### config.mk
export PLATFORM = sky130hd
export DESIGN_NAME = fft_bfly_seq_flat
export DESIGN_NICKNAME = d
export VERILOG_FILES = /design/src/rtl/fft_pkg.sv /design/src/rtl/fft_bfly_seq_if.sv /design/src/rtl/fft_round_sat.sv /design/src/rtl/fft_bfly_seq.sv /design/src/flat_wrapper.sv
export SDC_FILE = /design/constraint.sdc
export NUM_CORES = 1
export LEC_CHECK = 0
export ABC_AREA = 1
export CAP_MARGIN = 20
export CORE_MARGIN = 5
export CORE_UTILIZATION = 45
export DETAILED_ROUTE_END_ITERATION = 10
export PLACE_DENSITY = 0.73
export SLEW_MARGIN = 20
export SYNTH_ARGS = -nofsm -noshare
export SYNTH_HDL_FRONTEND = slang
export SYNTH_SLANG_ARGS = --single-unit
export TNS_END_PERCENT = 100
### constraint.sdc
create_clock -name Clk -period 10.8 [get_ports Clk]
set_input_delay 1.08 -clock Clk [delete_from_list [all_inputs] [get_ports Clk]]
set_output_delay 1.08 -clock Clk [all_outputs]
set_load 0.02 [all_outputs]
### src/rtl/fft_pkg.sv
// rtl/fft_pkg.sv - shared types and constants for the radix-2 butterfly sequencer
package fft_pkg;

   typedef enum logic [2:0] {
      IDLE,
      ISSUE,
      WAIT,
      SUM,
      OUT
   } state_t;

   localparam int DEF_N = 16;

   // Twiddles are Q1.(n-1): one sign bit, n-1 fraction bits.
   function automatic int tw_frac(input int n);
      return n - 1;
   endfunction

   function automatic int sat_max(input int n);
      return (1 << (n - 1)) - 1;
   endfunction

   function automatic int sat_min(input int n);
      return -(1 << (n - 1));
   endfunction

endpackage

### src/rtl/fft_bfly_seq_if.sv
// rtl/fft_bfly_seq_if.sv - operand, multiplier and result signals of the butterfly sequencer
interface fft_bfly_seq_if
   import fft_pkg::*;
#(
   parameter int N = DEF_N
) ();

   logic                  in_valid;
   logic                  in_ready;
   logic signed [N-1:0]   xr, xi, yr, yi;
   logic signed [N-1:0]   wr, wi;
   logic                  mul_ld;
   logic signed [N-1:0]   mul_m, mul_r;
   logic                  mul_valid;
   logic signed [2*N-1:0] mul_p;
   logic                  out_valid;
   logic                  out_ready;
   logic signed [N-1:0]   ar, ai, br, bi;
   logic                  out_sat;

   modport master (
      output in_valid, xr, xi, yr, yi, wr, wi,
      input  in_ready,
      input  mul_ld, mul_m, mul_r,
      output mul_valid, mul_p,
      input  out_valid, ar, ai, br, bi, out_sat,
      output out_ready
   );

   modport slave (
      input  in_valid, xr, xi, yr, yi, wr, wi,
      output in_ready,
      output mul_ld, mul_m, mul_r,
      input  mul_valid, mul_p,
      output out_valid, ar, ai, br, bi, out_sat,
      input  out_ready
   );

endinterface

### src/rtl/fft_round_sat.sv
// rtl/fft_round_sat.sv - Q1.(N-1) rescale of a twiddle product, add/sub to X, shift and saturate
// Round-half-up of the product is enabled by defining FFT_BFLY_ROUND_EN; truncation otherwise.
module fft_round_sat
   import fft_pkg::*;
#(
   parameter int N     = DEF_N,
   parameter int SCALE = 1
) (
   input  logic signed [N-1:0] i_x,
   input  logic signed [2*N:0] i_t,
   input  logic                i_sub,
   output logic signed [N-1:0] o_y,
   output logic                o_sat
);

   localparam int FRAC = tw_frac(N);
   localparam logic signed [N+2:0] HI = (N+3)'(sat_max(N));
   localparam logic signed [N+2:0] LO = (N+3)'(sat_min(N));
`ifdef FFT_BFLY_ROUND_EN
   localparam logic signed [2*N:0] RND = (2*N+1)'(1) << (FRAC - 1);
`else
   localparam logic signed [2*N:0] RND = '0;
`endif

   logic signed [2*N:0] w_t_rnd;
   logic signed [N+1:0] w_tq;
   logic signed [N+2:0] w_x_ext;
   logic signed [N+2:0] w_tq_ext;
   logic signed [N+2:0] w_sum;
   logic signed [N+2:0] w_shf;

   assign w_t_rnd  = i_t + RND;
   // Taking the upper N+2 bits is the arithmetic shift by FRAC.
   assign w_tq     = w_t_rnd[FRAC+N+1:FRAC];
   assign w_x_ext  = {{3{i_x[N-1]}}, i_x};
   assign w_tq_ext = {w_tq[N+1], w_tq};
   assign w_sum    = i_sub ? (w_x_ext - w_tq_ext) : (w_x_ext + w_tq_ext);
   assign w_shf    = w_sum >>> SCALE;

   always_comb begin
      o_y   = w_shf[N-1:0];
      o_sat = 1'b0;
      if (w_shf > HI) begin
         o_y   = HI[N-1:0];
         o_sat = 1'b1;
      end else if (w_shf < LO) begin
         o_y   = LO[N-1:0];
         o_sat = 1'b1;
      end
   end

endmodule

### src/rtl/fft_bfly_seq.sv
// rtl/fft_bfly_seq.sv - radix-2 DIT butterfly sharing one external iterative multiplier
// Optional rounding: FFT_BFLY_ROUND_EN (see fft_round_sat).
module fft_bfly_seq
   import fft_pkg::*;
#(
   parameter int N     = DEF_N,
   parameter int SCALE = 1
) (
   input  logic          Clk,
   input  logic          Rst,
   fft_bfly_seq_if.slave bus
);

   state_t                r_state, w_next;
   logic [1:0]            r_k;
   logic signed [N-1:0]   r_xr, r_xi, r_yr, r_yi, r_wr, r_wi;
   logic signed [2*N-1:0] r_p [4];
   logic signed [N-1:0]   r_ar, r_ai, r_br, r_bi;
   logic                  r_sat;

   logic signed [2*N:0]   w_tr, w_ti;
   logic signed [N-1:0]   w_ar, w_ai, w_br, w_bi;
   logic [3:0]            w_sat;

   always_ff @(posedge Clk or posedge Rst) begin
      if (Rst) r_state <= IDLE;
      else     r_state <= w_next;
   end

   always_comb begin
      w_next = r_state;
      unique case (r_state)
         IDLE:    if (bus.in_valid) w_next = ISSUE;
         ISSUE:   w_next = WAIT;
         WAIT:    if (bus.mul_valid) w_next = (r_k == 2'd3) ? SUM : ISSUE;
         SUM:     w_next = OUT;
         OUT:     if (bus.out_ready) w_next = IDLE;
         default: w_next = IDLE;
      endcase
   end

   // Operand pair k stays selected through ISSUE and WAIT, so mul_m/mul_r hold until mul_valid.
   always_comb begin
      bus.in_ready  = (r_state == IDLE);
      bus.mul_ld    = (r_state == ISSUE);
      bus.out_valid = (r_state == OUT);
      bus.mul_m     = r_yr;
      bus.mul_r     = r_wr;
      unique case (r_k)
         2'd0: begin bus.mul_m = r_yr; bus.mul_r = r_wr; end
         2'd1: begin bus.mul_m = r_yi; bus.mul_r = r_wi; end
         2'd2: begin bus.mul_m = r_yr; bus.mul_r = r_wi; end
         2'd3: begin bus.mul_m = r_yi; bus.mul_r = r_wr; end
         default: ;
      endcase
      bus.ar      = r_ar;
      bus.ai      = r_ai;
      bus.br      = r_br;
      bus.bi      = r_bi;
      bus.out_sat = r_sat;
   end

   always_ff @(posedge Clk or posedge Rst) begin
      if (Rst) begin
         r_k   <= '0;
         r_xr  <= '0;
         r_xi  <= '0;
         r_yr  <= '0;
         r_yi  <= '0;
         r_wr  <= '0;
         r_wi  <= '0;
         for (int i = 0; i < 4; i++) r_p[i] <= '0;
         r_ar  <= '0;
         r_ai  <= '0;
         r_br  <= '0;
         r_bi  <= '0;
         r_sat <= 1'b0;
      end else begin
         unique case (r_state)
            IDLE: begin
               if (bus.in_valid) begin
                  r_xr <= bus.xr;
                  r_xi <= bus.xi;
                  r_yr <= bus.yr;
                  r_yi <= bus.yi;
                  r_wr <= bus.wr;
                  r_wi <= bus.wi;
                  r_k  <= '0;
               end
            end
            WAIT: begin
               if (bus.mul_valid) begin
                  r_p[r_k] <= bus.mul_p;
                  if (r_k != 2'd3) r_k <= r_k + 2'd1;
               end
            end
            SUM: begin
               r_ar  <= w_ar;
               r_ai  <= w_ai;
               r_br  <= w_br;
               r_bi  <= w_bi;
               r_sat <= |w_sat;
            end
            default: ;
         endcase
      end
   end

   // Real and imaginary parts of W*Y at full precision.
   assign w_tr = {r_p[0][2*N-1], r_p[0]} - {r_p[1][2*N-1], r_p[1]};
   assign w_ti = {r_p[2][2*N-1], r_p[2]} + {r_p[3][2*N-1], r_p[3]};

   fft_round_sat #(.N(N), .SCALE(SCALE)) u_rs_ar (
      .i_x(r_xr), .i_t(w_tr), .i_sub(1'b0), .o_y(w_ar), .o_sat(w_sat[0])
   );
   fft_round_sat #(.N(N), .SCALE(SCALE)) u_rs_ai (
      .i_x(r_xi), .i_t(w_ti), .i_sub(1'b0), .o_y(w_ai), .o_sat(w_sat[1])
   );
   fft_round_sat #(.N(N), .SCALE(SCALE)) u_rs_br (
      .i_x(r_xr), .i_t(w_tr), .i_sub(1'b1), .o_y(w_br), .o_sat(w_sat[2])
   );
   fft_round_sat #(.N(N), .SCALE(SCALE)) u_rs_bi (
      .i_x(r_xi), .i_t(w_ti), .i_sub(1'b1), .o_y(w_bi), .o_sat(w_sat[3])
   );

endmodule

### src/flat_wrapper.sv
// flat-port wrapper written by rule: the top's interface ports become plain ports
module fft_bfly_seq_flat import fft_pkg::*;
#(
   parameter int N     = DEF_N,
   parameter int SCALE = 1
)
  (Clk, Rst, bus_in_valid, bus_xr, bus_xi, bus_yr, bus_yi, bus_wr, bus_wi, bus_in_ready, bus_mul_ld, bus_mul_m, bus_mul_r, bus_mul_valid, bus_mul_p, bus_out_valid, bus_ar, bus_ai, bus_br, bus_bi, bus_out_sat, bus_out_ready);
  fft_bfly_seq_if #(.N(N)) bus_i ();
  input  logic Clk;
  input  logic Rst;
  input wire logic [$bits(bus_i.in_valid)-1:0] bus_in_valid;
  input wire logic [$bits(bus_i.xr)-1:0] bus_xr;
  input wire logic [$bits(bus_i.xi)-1:0] bus_xi;
  input wire logic [$bits(bus_i.yr)-1:0] bus_yr;
  input wire logic [$bits(bus_i.yi)-1:0] bus_yi;
  input wire logic [$bits(bus_i.wr)-1:0] bus_wr;
  input wire logic [$bits(bus_i.wi)-1:0] bus_wi;
  output wire logic [$bits(bus_i.in_ready)-1:0] bus_in_ready;
  output wire logic [$bits(bus_i.mul_ld)-1:0] bus_mul_ld;
  output wire logic [$bits(bus_i.mul_m)-1:0] bus_mul_m;
  output wire logic [$bits(bus_i.mul_r)-1:0] bus_mul_r;
  input wire logic [$bits(bus_i.mul_valid)-1:0] bus_mul_valid;
  input wire logic [$bits(bus_i.mul_p)-1:0] bus_mul_p;
  output wire logic [$bits(bus_i.out_valid)-1:0] bus_out_valid;
  output wire logic [$bits(bus_i.ar)-1:0] bus_ar;
  output wire logic [$bits(bus_i.ai)-1:0] bus_ai;
  output wire logic [$bits(bus_i.br)-1:0] bus_br;
  output wire logic [$bits(bus_i.bi)-1:0] bus_bi;
  output wire logic [$bits(bus_i.out_sat)-1:0] bus_out_sat;
  input wire logic [$bits(bus_i.out_ready)-1:0] bus_out_ready;
  assign bus_i.in_valid = bus_in_valid;
  assign bus_i.xr = bus_xr;
  assign bus_i.xi = bus_xi;
  assign bus_i.yr = bus_yr;
  assign bus_i.yi = bus_yi;
  assign bus_i.wr = bus_wr;
  assign bus_i.wi = bus_wi;
  assign bus_in_ready = bus_i.in_ready;
  assign bus_mul_ld = bus_i.mul_ld;
  assign bus_mul_m = bus_i.mul_m;
  assign bus_mul_r = bus_i.mul_r;
  assign bus_i.mul_valid = bus_mul_valid;
  assign bus_i.mul_p = bus_mul_p;
  assign bus_out_valid = bus_i.out_valid;
  assign bus_ar = bus_i.ar;
  assign bus_ai = bus_i.ai;
  assign bus_br = bus_i.br;
  assign bus_bi = bus_i.bi;
  assign bus_out_sat = bus_i.out_sat;
  assign bus_i.out_ready = bus_out_ready;
  fft_bfly_seq #(.N(N), .SCALE(SCALE)) u_core (.Clk(Clk), .Rst(Rst), .bus(bus_i));
endmodule
# After elaboration in Yosys (flattened, before gate mapping)

Index checks and enable logic that the tools add are counted.

Add/subtract/negate cells: 7
Multiply operators: 0
Divide/modulo/power cells: 0
Order comparisons: 10
Eq/ne operators: 12
Shifts and indexed selects: 0
Muxes and demuxes: 30
Bitwise operators: 1
Reductions and logical operators: 13

Operators by type and width:

| cell                                                                              | number |
|---|---|
| 128-bit bitwise mux                                                               | 1 |
| 16-bit 2-to-1 mux                                                                 | 8 |
| 18-bit by 16-bit greater-than comparator with 1-bit output, second input constant | 4 |
| 18-bit by 16-bit < comparator with 1-bit output, second input constant            | 4 |
| 32-bit demux with 2-bit select                                                    | 1 |
| 16-bit case mux with 2 select lines                                               | 2 |
| 16-bit by 18-bit adder with 19-bit output                                         | 2 |
| 16-bit by 18-bit subtractor with 19-bit output                                    | 2 |
| 32-bit by 32-bit adder with 33-bit output                                         | 1 |
| 32-bit by 32-bit subtractor with 33-bit output                                    | 1 |
| 32-bit 2-to-1 mux                                                                 | 1 |
| 3-bit case mux with 5 select lines                                                | 1 |
| 3-bit 2-to-1 mux                                                                  | 3 |
| 1-bit 2-to-1 mux                                                                  | 8 |
| 2-bit 2-to-1 mux                                                                  | 4 |
| 2-bit OR reduction                                                                | 4 |
| 3-bit by 2-bit equality test with 1-bit output, second input constant             | 2 |
| 2-bit != test, second input constant                                              | 3 |
| 2-bit equality test, second input constant                                        | 2 |
| 2-bit by 1-bit != test with 1-bit output, second input constant                   | 2 |
| 2-bit case mux with 2 select lines                                                | 1 |
| 2-bit AND reduction                                                               | 2 |
| 4-bit AND reduction                                                               | 1 |
| 4-bit OR reduction                                                                | 1 |
| other kinds (12)                                                                  | 12 |

Flip-flop bits (word level): 294
Latch bits: 0
RAM bits: 0
Memory bits (read-only): 0
Input bits: 133
Output and inout port bits: 100
Logic and storage cells: 90
Memories kept: 0

# Depth between registers and ports, before layout

Depth in word-level cells: 6
Gate-level depth with buffers: 38
Gate-level depth less buffers: 37

# By module

From an unflattened synthesis, not the netlist that was laid out.

Cell total of the unflattened synthesis: 3,441
Area total of the unflattened synthesis: 23,477.5 um^2

Modules (own cells, without submodules):

| module                              | times used | cells an instance | area each (um^2) | seq. area each (um^2) |
|---|---|---|---|---|
| fft_bfly_seq                        | 1          | 2,180             | 16,664.7         | 7,357.1 |
| fft_round_sat at u_core.u_rs_ai ... | 3          | 316               | 1,706.6          | 0.0 |
| fft_round_sat at u_core.u_rs_br     | 1          | 313               | 1,692.9          | 0.0 |

# Worst setup path after synthesis

No wires, ideal clock.

Kind: reg2reg
Start: reg u_core.r_p[74] (netlist bit)
End: reg u_core.r_br[7] (netlist: u_core.bus.br[7])
Setup time: 124 ps
Arrival: 3,634 ps
Data required time: 10,676 ps
Slack: 7,042 ps
Cell stages (with the launch flop): 30
Buffers on the path: 1
Clock period less this slack: 3,758 ps
Path through: dfrtp_1 -> inv_1 -> ha_1 -> a21oi_2 -> nand2_1 -> a21oi_2 -> nand2_2 -> nand3_1 -> nand2_1 -> a21oi_1 -> o21ai_0 -> a21oi_1 -> inv_1 -> nand2_1 -> nand2_1 -> ha_1 -> inv_2 -> nand2_1 -> nor3_1 -> and3_1 -> nand2_2 -> nand2_1 -> nand2_1 -> nand2_1 -> nand2_1 -> nand2_2 -> inv_2 -> nor2_4 -> buf_6 -> a21oi_2

Word-level cells in the longest chain between the ends: 5
Elaborated cells on any way between the ends: 6
Those cells by class: add/sub: 2; order compare: 2; mux: 2

RTL lines:

| item                                               | line                | source |
|---|---|---|
| start, declared                                    | fft_bfly_seq.sv:17  | `logic signed [2*N-1:0] r_p [4];` |
| start signal, assigned by index                    | fft_bfly_seq.sv:93  | `r_p[r_k] <= bus.mul_p;` |
| 32-bit by 32-bit subtractor with 33-bit output (*) | fft_bfly_seq.sv:110 | `assign w_tr = {r_p[0][2*N-1], r_p[0]} - {r_p[1][2*N-1], r_p[1]};` |
| 16-bit by 18-bit subtractor with 19-bit output (*) | --                  |  |
| 18-bit by 16-bit < comparator with 1-bit output    | fft_round_sat.sv:46 | `end else if (w_shf < LO) begin` |
| 16-bit 2-to-1 mux                                  | fft_round_sat.sv:46 |  |
| 16-bit 2-to-1 mux (*)                              | fft_round_sat.sv:43 | `if (w_shf > HI) begin` |
| end signal, assigned                               | fft_bfly_seq.sv:100 | `r_br <= w_br;` |
| end, declared                                      | fft_bfly_seq.sv:18  | `logic signed [N-1:0] r_ar, r_ai, r_br, r_bi;` |

Mark *: on every way between the ends. The rest lies on a longest branch, timed or not.
A chain may end at the register's enable or synchronous reset.

# Worst setup path in the final report

Start: reg u_core.r_p[65] (netlist bit)
End: reg u_core.r_br[14] (netlist: u_core.bus.br[14])

The elaborated chain is that of the path after synthesis.

==> results.py <==
metrics = {
    "critical_path": {
        "path_max_fanout": 14,
        "reg2reg_from": "u_core.r_p[65]$_DFFE_PP0P_",
        "crit_slowest_cell": "ha_1",
        "r2r_end": "u_core.bus.br[14]$_DFFE_PP0P_",
        "cpPeakStageDelay_ps": 510,
        "critPathKind": "flop to flop",
        "r2r_cells": 30,
        "crit_start": "u_core.r_p[65]$_DFFE_PP0P_",
        "crit_arrival_ps": 5200,
        "endpoint": "u_core.bus.br[14]$_DFFE_PP0P_",
        "endpoint_kind": "flop",
        "crit_required_ps": 11220,
        "startpoint_type": "flop",
        "r2r_slack_ps": 6020,
        "crit_top_cell": "nand2_1",
    },
    "cells_and_area": {
        "diodes": 0,
        "fillCellCount": 3719,
        "drive_above_1_share": 0.08970,
        "final_nets": 2734,
        "syn2layout_area_growth_pct": 21.21,
    },
    "floorplan": {
        "ios": 233,
        "dieArea_sq_mm": 0.04461,
        "rows": 73,
        "core_area_sq_mm": 0.03991,
        "dieHeight_um": 211.2,
        "die_w_um": 211.2,
        "initial_core_util": 0.4565,
    },
    "timing": {
        "fin_skew_ps": 25.51,
        "worstMarginPinSlew_ps": 903.3,
        "hold_viol_final": 0,
        "min_period_ps": 4783,
        "fin_setup_tns_ps": 0,
        "slew-limit-headroom": 0.3971,
        "rsz0062_at_grt": "false",
        "finalSetupViolCount": 0,
        "slew_viol_final": 0,
        "max_freq_mhz": 209.1,
        "post-route-period-util": 0.4428,
    },
    "synthesis": {
        "avgSynthCellArea_sq_um": 8.037,
        "syn-cell-area_sq_mm": 0.01822,
        "synthCells": 2267,
        "synth-async-reset-ratio": 1.000,
        "synth_warnings": 0,
        "synthFlopType": "dfrtp_1",
        "ys_seq_elements": 294,
        "seq_area_frac_synth": 0.4038,
        "yosysUniqueCellTypes": 58,
        "synth_edf_count": 0,
        "synth_top_area_cell": "dfrtp_1",
        "yosys-top-cells-area": "dfrtp_1 (40%), nand2_1 (11%), ha_1 (9.2%)",
        "synth_top_area_share": 0.4038,
        "ys_top_cells_by_count": "nand2_1 (518), dfrtp_1 (294), inv_1 (269)",
        "syn-num-nets": 2538,
        "synth.most_common_cell": "nand2_1",
    },
    "clock_network": {
        "cts_buffers": 35,
        "cts_hold_buf": 0,
        "post_cts_buffers": 0,
        "clockBufferDepth": 3,
        "clkTransAtPathRegs_ps": 60,
        "cts_max_level": 2,
        "clock_sinks": 294,
        "cts_tree": "done",
        "cts-root-buf": "clkbuf_16",
        "clock_latency_ps": 560,
        "cts-resized-gates": 0,
    },
    "outcome": {
        "run_status": "finished, final reports clean",
    },
    "drt": {
        "vias": 15557,
        "drt-total-wl_mm": 49.10,
        "postRouteAntennaNets": 0,
        "drcViolationCount": 0,
        "drt-vias-per-instance": 5.167,
        "firstDrtPassIters": 5,
        "routedWlPerCell_um": 16.31,
        "drt_iter0_drc": 1075,
    },
    "global_routing": {
        "grt_max_degree": 187,
        "grt_pass1_wl_mm": 79.28,
        "grt.total_usage": 0.2158,
        "grt_pass1_vias": 15552,
        "antenna_found_initial": 2,
        "overflow": 0,
    },
    "min_path": {
        "hold_depth": 2,
        "hold_class": "flop to flop",
    },
    "placed_design": {
        "place_hpwl_mm": 37.33,
        "numPortBuffers": 232,
        "place_congestion": 0.8944,
    },
    "job": {
        "maxCapViolCount": 0,
    },
}
## layout make-up
type / instances / area (sq um) / share of cell area
multi-input combinational: 1615 / 9454 / 0.4281
sequential: 294 / 7357 / 0.3331
timing repair buffer: 236 / 2385 / 0.1080
inverter: 281 / 1062 / 0.04810
clock buffer: 46 / 997.2 / 0.04516
tap: 525 / 656.9 / 0.02975
clock inverter: 14 / 171.4 / 0.007762
## flip-flops by register name (all words and copies together) (netlist names)
register / flops
u_core.r_wi: 16
u_core.r_yi: 16
u_core.bus.ai: 16
u_core.bus.bi: 16
u_core.r_state: 3
u_core.bus.br: 16
u_core.r_k: 2
u_core.r_xr: 16
u_core.r_xi: 16
u_core.bus.ar: 16
u_core.r_wr: 16
u_core.r_yr: 16
u_core.bus.out_sat: 1
u_core.r_p: 128
## layer usage
metal	vias to the layer above	global-route usage	routed length (um)
met5	-	0	27
met4	4	0.05030	1020
met3	75	0.04515	3003
met2	391	0.3530	22720
met1	7366	0.2963	22330
li1	7721	-	-
## how the worst min path moves through the flow
stage                            startpoint                           end  slack [ps]
4_1_cts          u_core.r_p[76]$_DFFE_PP0P_    u_core.r_p[76]$_DFFE_PP0P_         490
3_3_place_gp   u_core.bus.ai[0]$_DFFE_PP0P_  u_core.bus.ai[0]$_DFFE_PP0P_         470
2_1_floorplan    u_core.r_p[32]$_DFFE_PP0P_    u_core.r_p[32]$_DFFE_PP0P_         450
5_1_grt         u_core.r_p[101]$_DFFE_PP0P_   u_core.r_p[101]$_DFFE_PP0P_         510
6_report         u_core.r_p[67]$_DFFE_PP0P_    u_core.r_p[67]$_DFFE_PP0P_         490
3_5_place_dp     u_core.r_p[76]$_DFFE_PP0P_    u_core.r_p[76]$_DFFE_PP0P_         470
## critical path: cells and delay by family, from the launching register on
kind | cells | cell delay, ps
and+or+nand+nor | 15 | 1560
AOI/OAI and AO/OA | 7 | 1420
adders and majority gates | 2 | 800
DFF | 1 | 360
buffers and inverters | 5 | 340
xor gates and xnor gates | 1 | 140
## cell usage in the layout (no fill, tap or decap), types with 11 or more instances in the layout
cell               n
nand4_1           11
o21ai_0          217
nand2_1          513
clkdlybuf4s50_1  232
ha_1             134
a21oi_1          173
xor2_1            58
dfrtp_1          294
nor2_1           197
inv_1            268
a21o_1            14
clkbuf_16         35
mux2_2            64
a21oi_2           29
nand3_1           69
inv_2             12
nor3_1            15
xnor2_1           12
## metrics by stage
stage	std cells	utilization	cell area (sq um)	worst slack, ps	hold slack, ps
2_1_floorplan	2267	-	18220	1601	452.9
3_3_place_gp	2950	0.5227	20860	6186	467.5
3_5_place_dp	2950	0.5227	20860	6114	473.6
4_1_cts	3010	0.5520	22030	6078	486.9
5_1_grt	3011	0.5533	22080	5530	511.4
6_report	3011	0.5533	22080	6017	485.7
## cell families after synthesis
| kind of cell | count (synthesis) | synth area share |
|---|---|---|
| AOI/OAI and AO/OA | 488 | 0.1521 |
| xor gates and xnor gates | 70 | 0.03365 |
| adders and majority gates | 138 | 0.09642 |
| buffers and inverters | 358 | 0.08021 |
| DFF | 294 | 0.4038 |
| muxes | 64 | 0.03955 |
| and+or+nand+nor | 855 | 0.1943 |
Power is left out: the tool's default activity adds up to more than one toggle a clock period on the data nets, which glitch-free logic cannot reach.
